`src/rtl/mem_dump_scanner_pkg.sv`:
```
// Shared definitions for the debug-side memory dump logic.
//   state_e      : dump sequencer states
//   addr_t       : 32-bit word index on the memory debug port
//   DEFAULT_STEP : address increment per dumped word (word-indexed port)
package mem_dump_scanner_pkg;

   typedef enum logic [1:0] {
      ST_IDLE  = 2'd0,
      ST_FETCH = 2'd1,
      ST_SEND  = 2'd2,
      ST_DONE  = 2'd3
   } state_e;

   typedef logic [31:0] addr_t;

   localparam int unsigned DEFAULT_STEP = 1;

endpackage : mem_dump_scanner_pkg

```
`src/rtl/mem_dump_scanner.sv`:
```
// Walks the memory debug read port over [base_addr, base_addr+word_count)
// and streams each word with its address through a valid/ready handshake.
//
// Ports
//   clk, rstn          : clock, async active-low reset
//   start              : request pulse, honoured only when idle
//   base_addr          : first word index (sampled with start)
//   word_count         : number of words (sampled with start)
//   mem_check_addr     : debug read address to the memory block
//   mem_check_data     : debug read data (combinational in mem_check_addr)
//   out_valid/ready    : output handshake
//   out_data/out_addr  : captured word and its address
//   out_last           : marks the final word
//   busy               : high whenever not idle
//   done               : one-cycle completion pulse
//
// state    | meaning
// ---------+---------------------------------------------------------
// ST_IDLE  | waiting for start; mem_check_addr holds its last value
// ST_FETCH | address stable for one cycle, word captured at its end
// ST_SEND  | word presented on out_*, frozen until accepted
// ST_DONE  | single-cycle done pulse, then back to idle
module mem_dump_scanner
   import mem_dump_scanner_pkg::*;
#(
   parameter int unsigned STEP    = DEFAULT_STEP,
   parameter int unsigned COUNT_W = 16
) (
   input  logic               clk,
   input  logic               rstn,
   input  logic               start,
   input  logic [31:0]        base_addr,
   input  logic [COUNT_W-1:0] word_count,
   output logic [31:0]        mem_check_addr,
   input  logic [31:0]        mem_check_data,
   output logic               out_valid,
   input  logic               out_ready,
   output logic [31:0]        out_data,
   output logic [31:0]        out_addr,
   output logic               out_last,
   output logic               busy,
   output logic               done
);

   state_e             state;
   addr_t              addr_q;
   logic [COUNT_W-1:0] remaining;

   always_ff @(posedge clk or negedge rstn) begin
      if (!rstn) begin
         state     <= ST_IDLE;
         addr_q    <= '0;
         remaining <= '0;
         out_data  <= '0;
         out_addr  <= '0;
         out_last  <= 1'b0;
      end else begin
         case (state)
            ST_IDLE: begin
               if (start) begin
                  if (word_count != '0) begin
                     addr_q    <= base_addr;
                     remaining <= word_count;
                     state     <= ST_FETCH;
                  end else begin
                     state <= ST_DONE;
                  end
               end
            end
            ST_FETCH: begin
               out_data <= mem_check_data;
               out_addr <= addr_q;
               out_last <= (remaining == COUNT_W'(1));
               state    <= ST_SEND;
            end
            ST_SEND: begin
               if (out_ready) begin
                  if (out_last) begin
                     state <= ST_DONE;
                  end else begin
                     // 32-bit add wraps silently past 0xFFFF_FFFF
                     addr_q    <= addr_q + 32'(STEP);
                     remaining <= remaining - COUNT_W'(1);
                     state     <= ST_FETCH;
                  end
               end
            end
            ST_DONE: begin
               state <= ST_IDLE;
            end
            default: begin
               state <= ST_IDLE;
            end
         endcase
      end
   end

   assign mem_check_addr = addr_q;
   assign out_valid      = (state == ST_SEND);
   assign busy           = (state != ST_IDLE);
   assign done           = (state == ST_DONE);

endmodule : mem_dump_scanner
```
`config.mk`:
```
export PLATFORM = sky130hd
export DESIGN_NAME = mem_dump_scanner
export DESIGN_NICKNAME = d
export VERILOG_FILES = /design/src/rtl/mem_dump_scanner_pkg.sv /design/src/rtl/mem_dump_scanner.sv
export SDC_FILE = /design/constraint.sdc
export NUM_CORES = 1
export LEC_CHECK = 0
export CAP_MARGIN = 20
export CORE_MARGIN = 10
export CORE_UTILIZATION = 50
export CTS_CLUSTER_SIZE = 30
export DETAILED_ROUTE_END_ITERATION = 10
export MAX_ROUTING_LAYER = met4
export PLACE_DENSITY = 0.86
export SYNTH_ARGS = -nofsm -noshare
export SYNTH_HDL_FRONTEND = slang
export SYNTH_SLANG_ARGS = --single-unit
```
`constraint.sdc`:
```
create_clock -name clk -period 5.2 [get_ports clk]
set_input_delay 1.04 -clock clk [delete_from_list [all_inputs] [get_ports clk]]
set_output_delay 1.04 -clock clk [all_outputs]
set_load 0.01 [all_outputs]
```
==> run summary, run 1 <==
Clk pin slew, worst setup/hold paths - 0.06 ns
Worst-path maximum fanout - 49
Sort of element at the end of the critical path - output port
Clock tree from TritonCTS - built
Data required, critical path - 4.16 ns
Critical path class - flop to output port
Largest cells by area after synthesis - sky130_fd_sc_hd__dfrtp_1, sky130_fd_sc_hd__mux2_2, sky130_fd_sc_hd__a21oi_1, sky130_fd_sc_hd__o21ai_0, sky130_fd_sc_hd__nor2_1
Gpl congestion - 0.882
P_sw - 2.03 mW
Dominant register cell in the synthesized netlist - sky130_fd_sc_hd__dfrtp_1
Total Routed Length - 18,000 µm
Floorplan core area - 0.0109 mm²
Setup repair bufs after CTS - 0
Pins over their slew limit - 0
Sequential area share after synthesis - 51.4%
Cell Count, Final, Fillers Out - 849
Switching Share - 36.6%
Syn Inst Count - 527
DP Cell Count - 816
Area leader, netlist - sky130_fd_sc_hd__dfrtp_1
Number of standard-cell rows in the floorplan - 38
Number of library cell types mapped by synthesis - 56
Data arrival time of the critical path - 2.44 ns
Number of global-route vias before repair - 5,224
Lkg Pwr - 3.21 nW
Netlist area before placement - 0.00560 mm²
Count of endpoints failing hold in the final timing report - 0
Worst-Skew Late Latency - 0.54 ns
Average via count per standard cell - 6.09
Net count, final - 783
Placed cell area - 0.00746 mm²
Accumulated negative setup slack - 0 ns
Pin count of the biggest net entering global routing - 87
Height of the die - 126 µm
Setup violators final - 0
Hold Crit Class - primary input to asynchronous set/reset pin
Number of diodes added for antenna fixing - 0
Register share of total power - 32.1%
Asr flop ratio synth - 100%
Number of DRC violations after detailed-routing iteration 0 - 544
Power density over cell area - 683 mW/mm²
Total Power - 5.54 mW
Comb pwr share - 45.6%
Die outline width - 126 µm
Fraction of final layout cells sized beyond drive strength 1 - 15.9%
Fraction of post-synthesis cell area in the top cell type by area - 51.4%
Setup repair after global routing missed its margin - false
Finished layout cell area - 0.00812 mm²
Residual antenna-violating net count after detailed routing - 0
Top cells by count, synth - sky130_fd_sc_hd__dfrtp_1, sky130_fd_sc_hd__mux2_2, sky130_fd_sc_hd__a21oi_1, sky130_fd_sc_hd__nor2_1, sky130_fd_sc_hd__nand2_1
Mean instance size in the synthesized netlist - 10.6 µm²
#FFs+latches synth - 115
Fill count - 724
Share of total power in the clock network - 22.3%
DRC viols - 0
TritonCTS Buffers - 17
Outcome - completed
Clock tree sinks - 115
Initial antenna violation count - 0
Leading cell type by number of instances after synthesis - sky130_fd_sc_hd__dfrtp_1
Detailed placer's ending HPWL - 12,300 µm
Overall Global Routing Usage - 23.1%
Number of synthesized flops with an enable pin - 0
Area growth, synth to finish - 45.0%
Internal power summed over all cells - 3.51 mW
Quantity of gates resized following cts - 0
Die area - 0.0158 mm²
Effective utilization at floorplan - 51.4%
Highest achievable clock rate - 288 MHz
DR vias - 5,173
Count of TritonRoute iterations in the first routing pass - 5
Number of hold buffers added after cts - 0
DR WL/cell - 21.2 µm
Area of combinational cells with multiple inputs - 0.00252 mm²
Launching element type of the critical path - flop
I/O pin count - 184
IR Drop Worst-Case VDD - 0.000368 V
Post-layout min period - 3.48 ns
Register cell area after layout - 0.00288 mm²
Number of nets produced by synthesis - 614
Clock buffer depth - 2
Final worst path period share - 66.8%
Worst rel slew slack - 34.6%
Level count of the clock H-tree - 4
Setup clock skew after layout - 0.0103 ns
Global-route wire length before repair - 28,700 µm
Port-buffer cells - 183
YS warnings - 0
Number of maximum-capacitance violations - 0
Global route overflow - 0
Slew of the pin with the lowest slew margin - 0.982 ns
Cell at the root of the clock tree - sky130_fd_sc_hd__clkbuf_8
final timing paths:
check | cells after the start | slack [ns] | endpoint | from
setup reg to reg | 6 | 2.27 | mem_check_addr[15] | state[0]
min in group clk | 1 | 0.50 | out_data[10] | out_data[10]
hold / removal | 1 | 0.47 | out_data[28] | rstn
hold reg to reg | 1 | 0.50 | out_data[10] | out_data[10]
setup / recovery | 3 | 1.72 | out_valid | state[0]
max in group asynchronous | 3 | 3.56 | mem_check_addr[22] | rstn
per-stage QoR:
step	util, %	worst slack [ns]	hold slack (ns)
after global routing	74.5	1.59	0.485
after detailed placement	68.5	1.90	0.490
after floorplan	-	2.70	0.457
after CTS	74.4	1.72	0.504
final	74.5	1.72	0.471
after global placement	68.5	1.97	0.470
cells in the final DEF, fill, tap and decap left out, types with 3 or more instances in the layout:
cell type / netlist / layout
sky130_fd_sc_hd__nor4_1: 7 / 7
sky130_fd_sc_hd__a31oi_1: 13 / 13
sky130_fd_sc_hd__nand4_1: 8 / 8
sky130_fd_sc_hd__ha_1: 3 / 3
sky130_fd_sc_hd__o22a_1: 10 / 10
sky130_fd_sc_hd__inv_1: 8 / 8
sky130_fd_sc_hd__clkdlybuf4s50_1: 0 / 182
sky130_fd_sc_hd__o21ai_0: 29 / 29
sky130_fd_sc_hd__a22oi_1: 3 / 3
sky130_fd_sc_hd__and3_1: 9 / 9
sky130_fd_sc_hd__nor2_1: 37 / 37
sky130_fd_sc_hd__o2bb2ai_1: 4 / 4
sky130_fd_sc_hd__clkinvlp_4: 0 / 6
sky130_fd_sc_hd__clkbuf_16: 0 / 16
sky130_fd_sc_hd__bufinv_16: 0 / 4
sky130_fd_sc_hd__buf_4: 0 / 4
sky130_fd_sc_hd__mux2_2: 63 / 63
sky130_fd_sc_hd__and4_1: 3 / 3
sky130_fd_sc_hd__nand2_1: 34 / 34
sky130_fd_sc_hd__a21oi_1: 41 / 41
sky130_fd_sc_hd__nor3_1: 10 / 10
sky130_fd_sc_hd__and2_1: 3 / 3
sky130_fd_sc_hd__or3_1: 4 / 4
sky130_fd_sc_hd__dfrtp_1: 115 / 115
sky130_fd_sc_hd__a32oi_1: 3 / 3
sky130_fd_sc_hd__nand3_1: 20 / 20
sky130_fd_sc_hd__a2bb2oi_1: 13 / 13
sky130_fd_sc_hd__o22ai_1: 13 / 13
sky130_fd_sc_hd__clkbuf_8: 0 / 4
area by class of cell:
cell class	count	area share [%]
sequential	115	35.5
clock inverter	12	2.20
inverter	9	0.416
multi-input combinational	366	31.1
timing repair buffer	187	23.1
tap	140	2.16
clock buffer	20	5.61
state kept, by name, indices dropped and copies added, names as in the netlist:
name and cells:
out_data 32, state 2, out_addr 32, out_last 1, remaining 16, mem_check_addr 32
power by group through the flow:
stage | combinational (mW) | sequential [mW] | clock, mW
final | 2.53 | 1.78 | 1.24
after global routing | 2.71 | 1.84 | 1.30
after CTS | 2.54 | 1.77 | 1.25
after detailed placement | 2.51 | 1.77 | 0
after global placement | 2.43 | 1.72 | 0
after floorplan | 1.23 | 1.84 | 0
worst max-delay path, cell delays in order (launching register included):
cell	delay, ns
sky130_fd_sc_hd__dfrtp_1	0.44
sky130_fd_sc_hd__nand2b_2	0.68
sky130_fd_sc_hd__inv_2	0.21
sky130_fd_sc_hd__clkdlybuf4s50_1	0.56
cell families (layout without fill, tap and decap cells):
group	Yosys count	in the layout	share of synthesized area, %
buf+inv	46	228	3.69
simple gates	147	147	13.3
compound gates	152	152	18.1
mux	64	64	12.9
fa+ha+maj	3	3	0.671
flops	115	115	51.4
routing by layer:
| layer | track usage, % | vias up | part of all wire (%) |
|---|---|---|---|
| met3 | 6.17 | 36 | 6.8 |
| met1 | 26.9 | 2566 | 39 |
| li1 | - | 2301 | - |
| met2 | 37.7 | 270 | 52 |
| met5 | - | - | 0 |
| met4 | 8.31 | 0 | 2.4 |
(Power assumes the default switching activity.)
==> inputs of run 2 (changes only) <==
--- a/config.mk
+++ b/config.mk
@@ -7,11 +7,11 @@
 export LEC_CHECK = 0
 export CAP_MARGIN = 20
 export CORE_MARGIN = 10
-export CORE_UTILIZATION = 50
+export CORE_UTILIZATION = 46
 export CTS_CLUSTER_SIZE = 30
 export DETAILED_ROUTE_END_ITERATION = 10
 export MAX_ROUTING_LAYER = met4
-export PLACE_DENSITY = 0.86
+export PLACE_DENSITY = 0.8
 export SYNTH_ARGS = -nofsm -noshare
 export SYNTH_HDL_FRONTEND = slang
 export SYNTH_SLANG_ARGS = --single-unit
==> constraint.sdc (replaced) <==
create_clock -name clk -period 3.5 [get_ports clk]
set_input_delay 0.7 -clock clk [delete_from_list [all_inputs] [get_ports clk]]
set_output_delay 0.7 -clock clk [all_outputs]
set_load 0.01 [all_outputs]
==> run 2 against run 1 <==
  * Clock power grew 45%
  * First-iteration DRC count shrank 32%
  * Largest power group unchanged
  * Sequential power grew 47%
  * Critical path depth grew 3
  * Clock skew shrank 0.0016 ns
  * Non-clock buffer count grew 1
  * Global-route usage shrank 2.4 points
  * Die area grew 7.3%
  * Sequential cell count is the same
  * Via count shrank 3.2%
  * Worst setup slack lost 0.90 ns
==> run summary, run 2 (synthesis gave the netlist of run 1 again) <==
Outcome - completed
Cell at the root of the clock tree - sky130_fd_sc_hd__clkbuf_16
Fill count - 906 (+25%)
Clock tree from TritonCTS - built
Register cell area after layout - 0.00288 mm² (unchanged)
Pins over their slew limit - 0 (unchanged)
Global-route wire length before repair - 26,800 µm (-6.8%)
DRC viols - 0 (unchanged)
Critical path class - primary input to flop
R2r setup slk - 1.10 ns (-1.17 ns)
Highest achievable clock rate - 374 MHz
Launching element type of the critical path - primary input
TritonCTS Buffers - 17 (unchanged)
Pin count of the biggest net entering global routing - 69 (-21%)
Sort of element at the end of the critical path - flop
Setup repair bufs after CTS - 0 (unchanged)
Number of DRC violations after detailed-routing iteration 0 - 370 (-32%)
I/O pin count - 184 (unchanged)
Count of TritonRoute iterations in the first routing pass - 5 (unchanged)
Floorplan core area - 0.0120 mm² (+9.9%)
Global route overflow - 0 (unchanged)
Share of total power in the clock network - 22.1% (-0.2 points)
Residual antenna-violating net count after detailed routing - 0 (unchanged)
Number of diodes added for antenna fixing - 0 (unchanged)
Initial antenna violation count - 0 (unchanged)
Total Routed Length - 17,100 µm (-4.9%)
Reg-to-reg critical path endpoint - remaining[14]
Final worst path period share - 76.4%
P_sw - 2.91 mW (+44%)
Quantity of gates resized following cts - 0 (unchanged)
Level count of the clock H-tree - 4 (unchanged)
Setup repair after global routing missed its margin - false
Die outline width - 130 µm (+3.6%)
Effective utilization at floorplan - 46.8% (-4.6 points)
IR Drop Worst-Case VDD - 0.000539 V (+47%)
Number of global-route vias before repair - 4,994 (-4.4%)
Data arrival time of the critical path - 2.97 ns (+0.53 ns)
Global routing usage on met3 - 6.73% (+0.57 points)
Fraction of final layout cells sized beyond drive strength 1 - 15.8% (-0.12 points)
Placed cell area - 0.00751 mm² (+0.65%)
Number of standard-cell rows in the floorplan - 40 (+5.3%)
Area growth, synth to finish - 45.2% (about the same)
Post-layout min period - 2.68 ns
DR WL/cell - 20.1 µm (-5.6%)
Setup violators final - 0 (unchanged)
Detailed placer's ending HPWL - 12,300 µm (+0.29%)
Count of endpoints failing hold in the final timing report - 0 (unchanged)
Most frequent cells in the layout - sky130_fd_sc_hd__clkdlybuf4s50_1, sky130_fd_sc_hd__dfrtp_1, sky130_fd_sc_hd__mux2_2
End-of-flow core utilization - 67.9% (-6.6 points)
Area of combinational cells with multiple inputs - 0.00252 mm² (unchanged)
Worst rel slew slack - 38.1% (+3.5 points)
Clock tree sinks - 115 (unchanged)
DR vias - 5,010 (-3.2%)
Setup clock skew after layout - 0.00864 ns (-0.00161 ns)
Overall Global Routing Usage - 20.6% (-2.4 points)
Internal power summed over all cells - 5.24 mW (+49%)
Number of hold buffers added after cts - 0 (unchanged)
Reg-to-reg startpoint - state[1]
Global routing met1 resource utilization - 24.3% (-2.5 points)
Power density over cell area - 1000 mW/mm² (+47%)
Worst-Skew Late Latency - 0.41 ns (-0.13 ns)
Slew of the pin with the lowest slew margin - 0.929 ns (-0.0524 ns)
Net count, final - 784 (+0.13%)
Global routing usage on met2 - 32.5% (-5.2 points)
Worst-path maximum fanout - 45 (-8.2%)
Register share of total power - 32.1% (about the same)
Switching Share - 35.7% (-0.89 points)
Total Power - 8.15 mW (+47%)
Die area - 0.0170 mm² (+7.3%)
Hold WS - 0.364 ns (-0.108 ns)
Gpl congestion - 0.880 (-0.20%)
Finished layout cell area - 0.00812 mm² (about the same)
Most frequent standard cell in the layout excluding fill and tap cells - sky130_fd_sc_hd__clkdlybuf4s50_1
Cell depth of the worst flop-to-flop path - 5 (-1)
Accumulated negative setup slack - 0 ns (unchanged)
Data required, critical path - 3.79 ns (-0.37 ns)
Lkg Pwr - 3.23 nW (+0.59%)
Clk pin slew, worst setup/hold paths - 0.05 ns (about the same)
GR peak layer - met2
Clock buffer depth - 2 (unchanged)
Port-buffer cells - 183 (unchanged)
Hold Crit Class - primary input to asynchronous set/reset pin
Number of maximum-capacitance violations - 0 (unchanged)
Comb pwr share - 45.8% (+0.2 points)
Height of the die - 130 µm (+3.6%)
Average via count per standard cell - 5.86 (-3.8%)
## run 2: through the flow
stage | instances | setup slack (ns)
after floorplan | 527 | 1.34
after global placement | 825 | 0.571
after detailed placement | 825 | 0.463
after CTS | 855 | 0.824
after global routing | 855 | 0.673
final | 855 | 0.825
## run 2: power by group through the flow
stage                     combinational [mW]  sequential, mW  clock, mW
after global placement                  3.65            2.57          0
after detailed placement                3.75            2.63          0
after floorplan                         1.83            2.74          0
after CTS                               3.76            2.62       1.83
final                                   3.73            2.62       1.80
after global routing                    4.03            2.71       1.89
## run 2: worst max path at each step
| stage | cells after the start | startpoint | slack, ns | end |
|---|---|---|---|---|
| 2_1_floorplan | 6 | word_count[2] | 1.34 | remaining[15] |
| 3_3_place_gp | 6 | out_ready | 0.57 | remaining[14] |
| 3_5_place_dp | 6 | out_ready | 0.46 | remaining[14] |
| 4_1_cts | 6 | out_ready | 0.82 | remaining[14] |
| 5_1_grt | 6 | out_ready | 0.67 | mem_check_addr[0] |
| 6_report | 6 | out_ready | 0.82 | remaining[14] |
## run 2: layout make-up
type,count,share of cell area (%)
Sequential cell,115,35.4
Tap cell,147,2.26
Multi-Input combinational cell,366,31.1
Clock inverter,11,1.97
Timing Repair Buffer,188,23.3
Inverter,9,0.416
Clock buffer,19,5.58
## run 2: critical path, stage by stage
cell and delay (ns):
sky130_fd_sc_hd__clkdlybuf4s50_1 0.52, sky130_fd_sc_hd__nand3b_1 0.11, sky130_fd_sc_hd__a21oi_1 0.35, sky130_fd_sc_hd__o31a_2 0.84, sky130_fd_sc_hd__o21ai_0 0.25, sky130_fd_sc_hd__o2bb2ai_1 0.19
## run 2: layer usage
layer	routed length, µm	vias up
met5	0	-
met4	235	0
met3	1690	17
met2	8110	242
met1	7110	2437
li1	-	2314
==> inputs of run 3 (changes only) <==
==> constraint.sdc (replaced) <==
create_clock -name clk -period 2.7 [get_ports clk]
set_input_delay 0.54 -clock clk [delete_from_list [all_inputs] [get_ports clk]]
set_output_delay 0.54 -clock clk [all_outputs]
set_load 0.01 [all_outputs]
==> run 3 against run 2 <==
  * Highest routed layer unchanged
  * Cell area about the same
  * Power up 28%
  * First-iteration DRC count down 5.1%
  * Final cell count up 0.82%
  * Critical endpoint is now out_valid
==> run summary, run 3 (synthesis gave the netlist of run 1 again) <==
Overall Global Routing Usage - 21.1% (+0.48 points)
Highest cell delay on the worst timing path - 0.57 ns (-0.27 ns)
Final worst path period share - 85.3%
Number of diodes added for antenna fixing - 0 (unchanged)
Cells along the critical path - nand2b_2, inv_2, clkdlybuf4s50_1
Number of DRC violations after detailed-routing iteration 0 - 351 (-5.1%)
TritonCTS Buffers - 17 (unchanged)
Die outline width - 130 µm (unchanged)
Fraction of final layout cells sized beyond drive strength 1 - 16.5% (+0.68 points)
Port-buffer cells - 183 (unchanged)
Clock tree sinks - 115 (unchanged)
IR Drop Worst-Case VDD - 0.000515 V (-4.4%)
Data required, critical path - 2.16 ns (-1.63 ns)
Placed cell area - 0.00756 mm² (+0.67%)
Highest achievable clock rate - 434 MHz
Clk pin slew, worst setup/hold paths - 0.06 ns (about the same)
Floorplan core area - 0.0120 mm² (unchanged)
Setup clock skew after layout - 0.00797 ns (-0.000675 ns)
Reg-to-reg startpoint - mem_check_addr[0]
Count of endpoints failing hold in the final timing report - 0 (unchanged)
Effective utilization at floorplan - 46.8% (unchanged)
Quantity of gates resized following cts - 0 (unchanged)
Total Routed Length - 17,600 µm (+2.8%)
Setup repair bufs after CTS - 0 (unchanged)
Lkg Pwr - 3.23 nW (+0.17%)
Global-route wire length before repair - 27,300 µm (+2.0%)
I/O pin count - 184 (unchanged)
Gpl congestion - 0.864 (-1.8%)
End-of-flow core utilization - 67.8% (about the same)
Hold WS - 0.0759 ns (-0.288 ns)
Post-layout min period - 2.30 ns
Residual antenna-violating net count after detailed routing - 0 (unchanged)
DRC viols - 0 (unchanged)
DR vias - 5,026 (+0.32%)
Worst slack after detailed placement - 0.159 ns (-0.305 ns)
Number of hold buffers added after cts - 0 (unchanged)
Count of TritonRoute iterations in the first routing pass - 5 (unchanged)
Height of the die - 130 µm (unchanged)
Accumulated negative setup slack - 0 ns (unchanged)
Cell at the root of the clock tree - sky130_fd_sc_hd__clkbuf_16
Launching element type of the critical path - flop
Most frequent cells in the layout - sky130_fd_sc_hd__clkdlybuf4s50_1, sky130_fd_sc_hd__dfrtp_1, sky130_fd_sc_hd__mux2_2
Number of standard-cell rows in the floorplan - 40 (unchanged)
Outcome - completed
Worst-Skew Late Latency - 0.41 ns (about the same)
Level count of the clock H-tree - 4 (unchanged)
Data arrival time of the critical path - 1.76 ns (-1.21 ns)
Most frequent standard cell in the layout excluding fill and tap cells - sky130_fd_sc_hd__clkdlybuf4s50_1
Sort of element at the end of the critical path - output port
Pin count of the biggest net entering global routing - 87 (+26%)
Net count, final - 789 (+0.64%)
Worst rel slew slack - 38.2% (+0.11 points)
Beginning of the critical path - state[0]
Clock tree from TritonCTS - built
Initial antenna violation count - 0 (unchanged)
Power density over cell area - 1280 mW/mm² (+28%)
Slew of the pin with the lowest slew margin - 0.928 ns (-0.00171 ns)
Number of global-route vias before repair - 4,974 (-0.40%)
Setup repair after global routing missed its margin - false
Clock buffer depth - 2 (unchanged)
Pins over their slew limit - 0 (unchanged)
Area growth, synth to finish - 45.0% (about the same)
Average via count per standard cell - 5.83 (-0.50%)
Critical path class - flop to output port
DR WL/cell - 20.5 µm (+2.0%)
Finished layout cell area - 0.00812 mm² (about the same)
Die area - 0.0170 mm² (unchanged)
Number of maximum-capacitance violations - 0 (unchanged)
Worst-path maximum fanout - 6 (-87%)
Detailed placer's ending HPWL - 12,800 µm (+3.8%)
Final critical-path setup slack - 0.398 ns (-0.427 ns)
Hold Crit Class - primary input to asynchronous set/reset pin
Global route overflow - 0 (unchanged)
CP max-delay cell - sky130_fd_sc_hd__clkdlybuf4s50_1
Setup violators final - 0 (unchanged)
## run 3: changes by cell type in the layout (fill, tap and decap cells not counted), sizes merged
cell    change
clkbuf      +2
clkinv      +3
buf         +5
bufinv      -3
## run 3: per-layer routing
| metal | track usage, % | part of all wire (%) | up-vias |
|---|---|---|---|
| met3 | 6.21 | 8.5 | 23 |
| met4 | 5.75 | 0.70 | 0 |
| li1 | - | - | 2318 |
| met2 | 34.1 | 49 | 213 |
| met5 | - | 0 | - |
| met1 | 25.2 | 42 | 2472 |
## run 3: per-stage QoR
step / power, mW / std cells
floorplan: 5.92 / 527
global placement: 8.14 / 830
detailed placement: 8.35 / 830
CTS: 10.5 / 862
global route: 11.0 / 862
finish: 10.4 / 862
## run 3: worst max-delay path: cells and delay by family, from the launching register on
kind	cells	cell delay (ns)
buf+inv	2	0.67
simple gates	1	0.23
flops	1	0.45
## run 3: power by group
part	leakage, nW	switching [mW]	total, mW	internal (mW)
clock	0.278	0.761	2.08	1.32
sequential	1.32	0.791	3.39	2.60
combinational	1.64	2.25	4.93	2.67
## run 3: area by class of cell
type / instances / area [µm²]
clock inverter: 11 / 85.1
inverter: 9 / 33.8
sequential: 115 / 2880
timing repair buffer: 193 / 1940
fill: 868 / 3850
multi-input combinational: 366 / 2520
tap: 147 / 184
clock buffer: 21 / 470
## run 3: final timing paths
kind | end | slack, ns | depth (start not counted)
min in group clk | remaining[14] | 0.49 | 1
setup reg to reg | mem_check_addr[26] | 0.52 | 6
hold / removal | out_data[17] | 0.08 | 1
max in group asynchronous | out_addr[22] | 1.86 | 2
setup / recovery | out_valid | 0.40 | 3
hold reg to reg | remaining[14] | 0.49 | 1
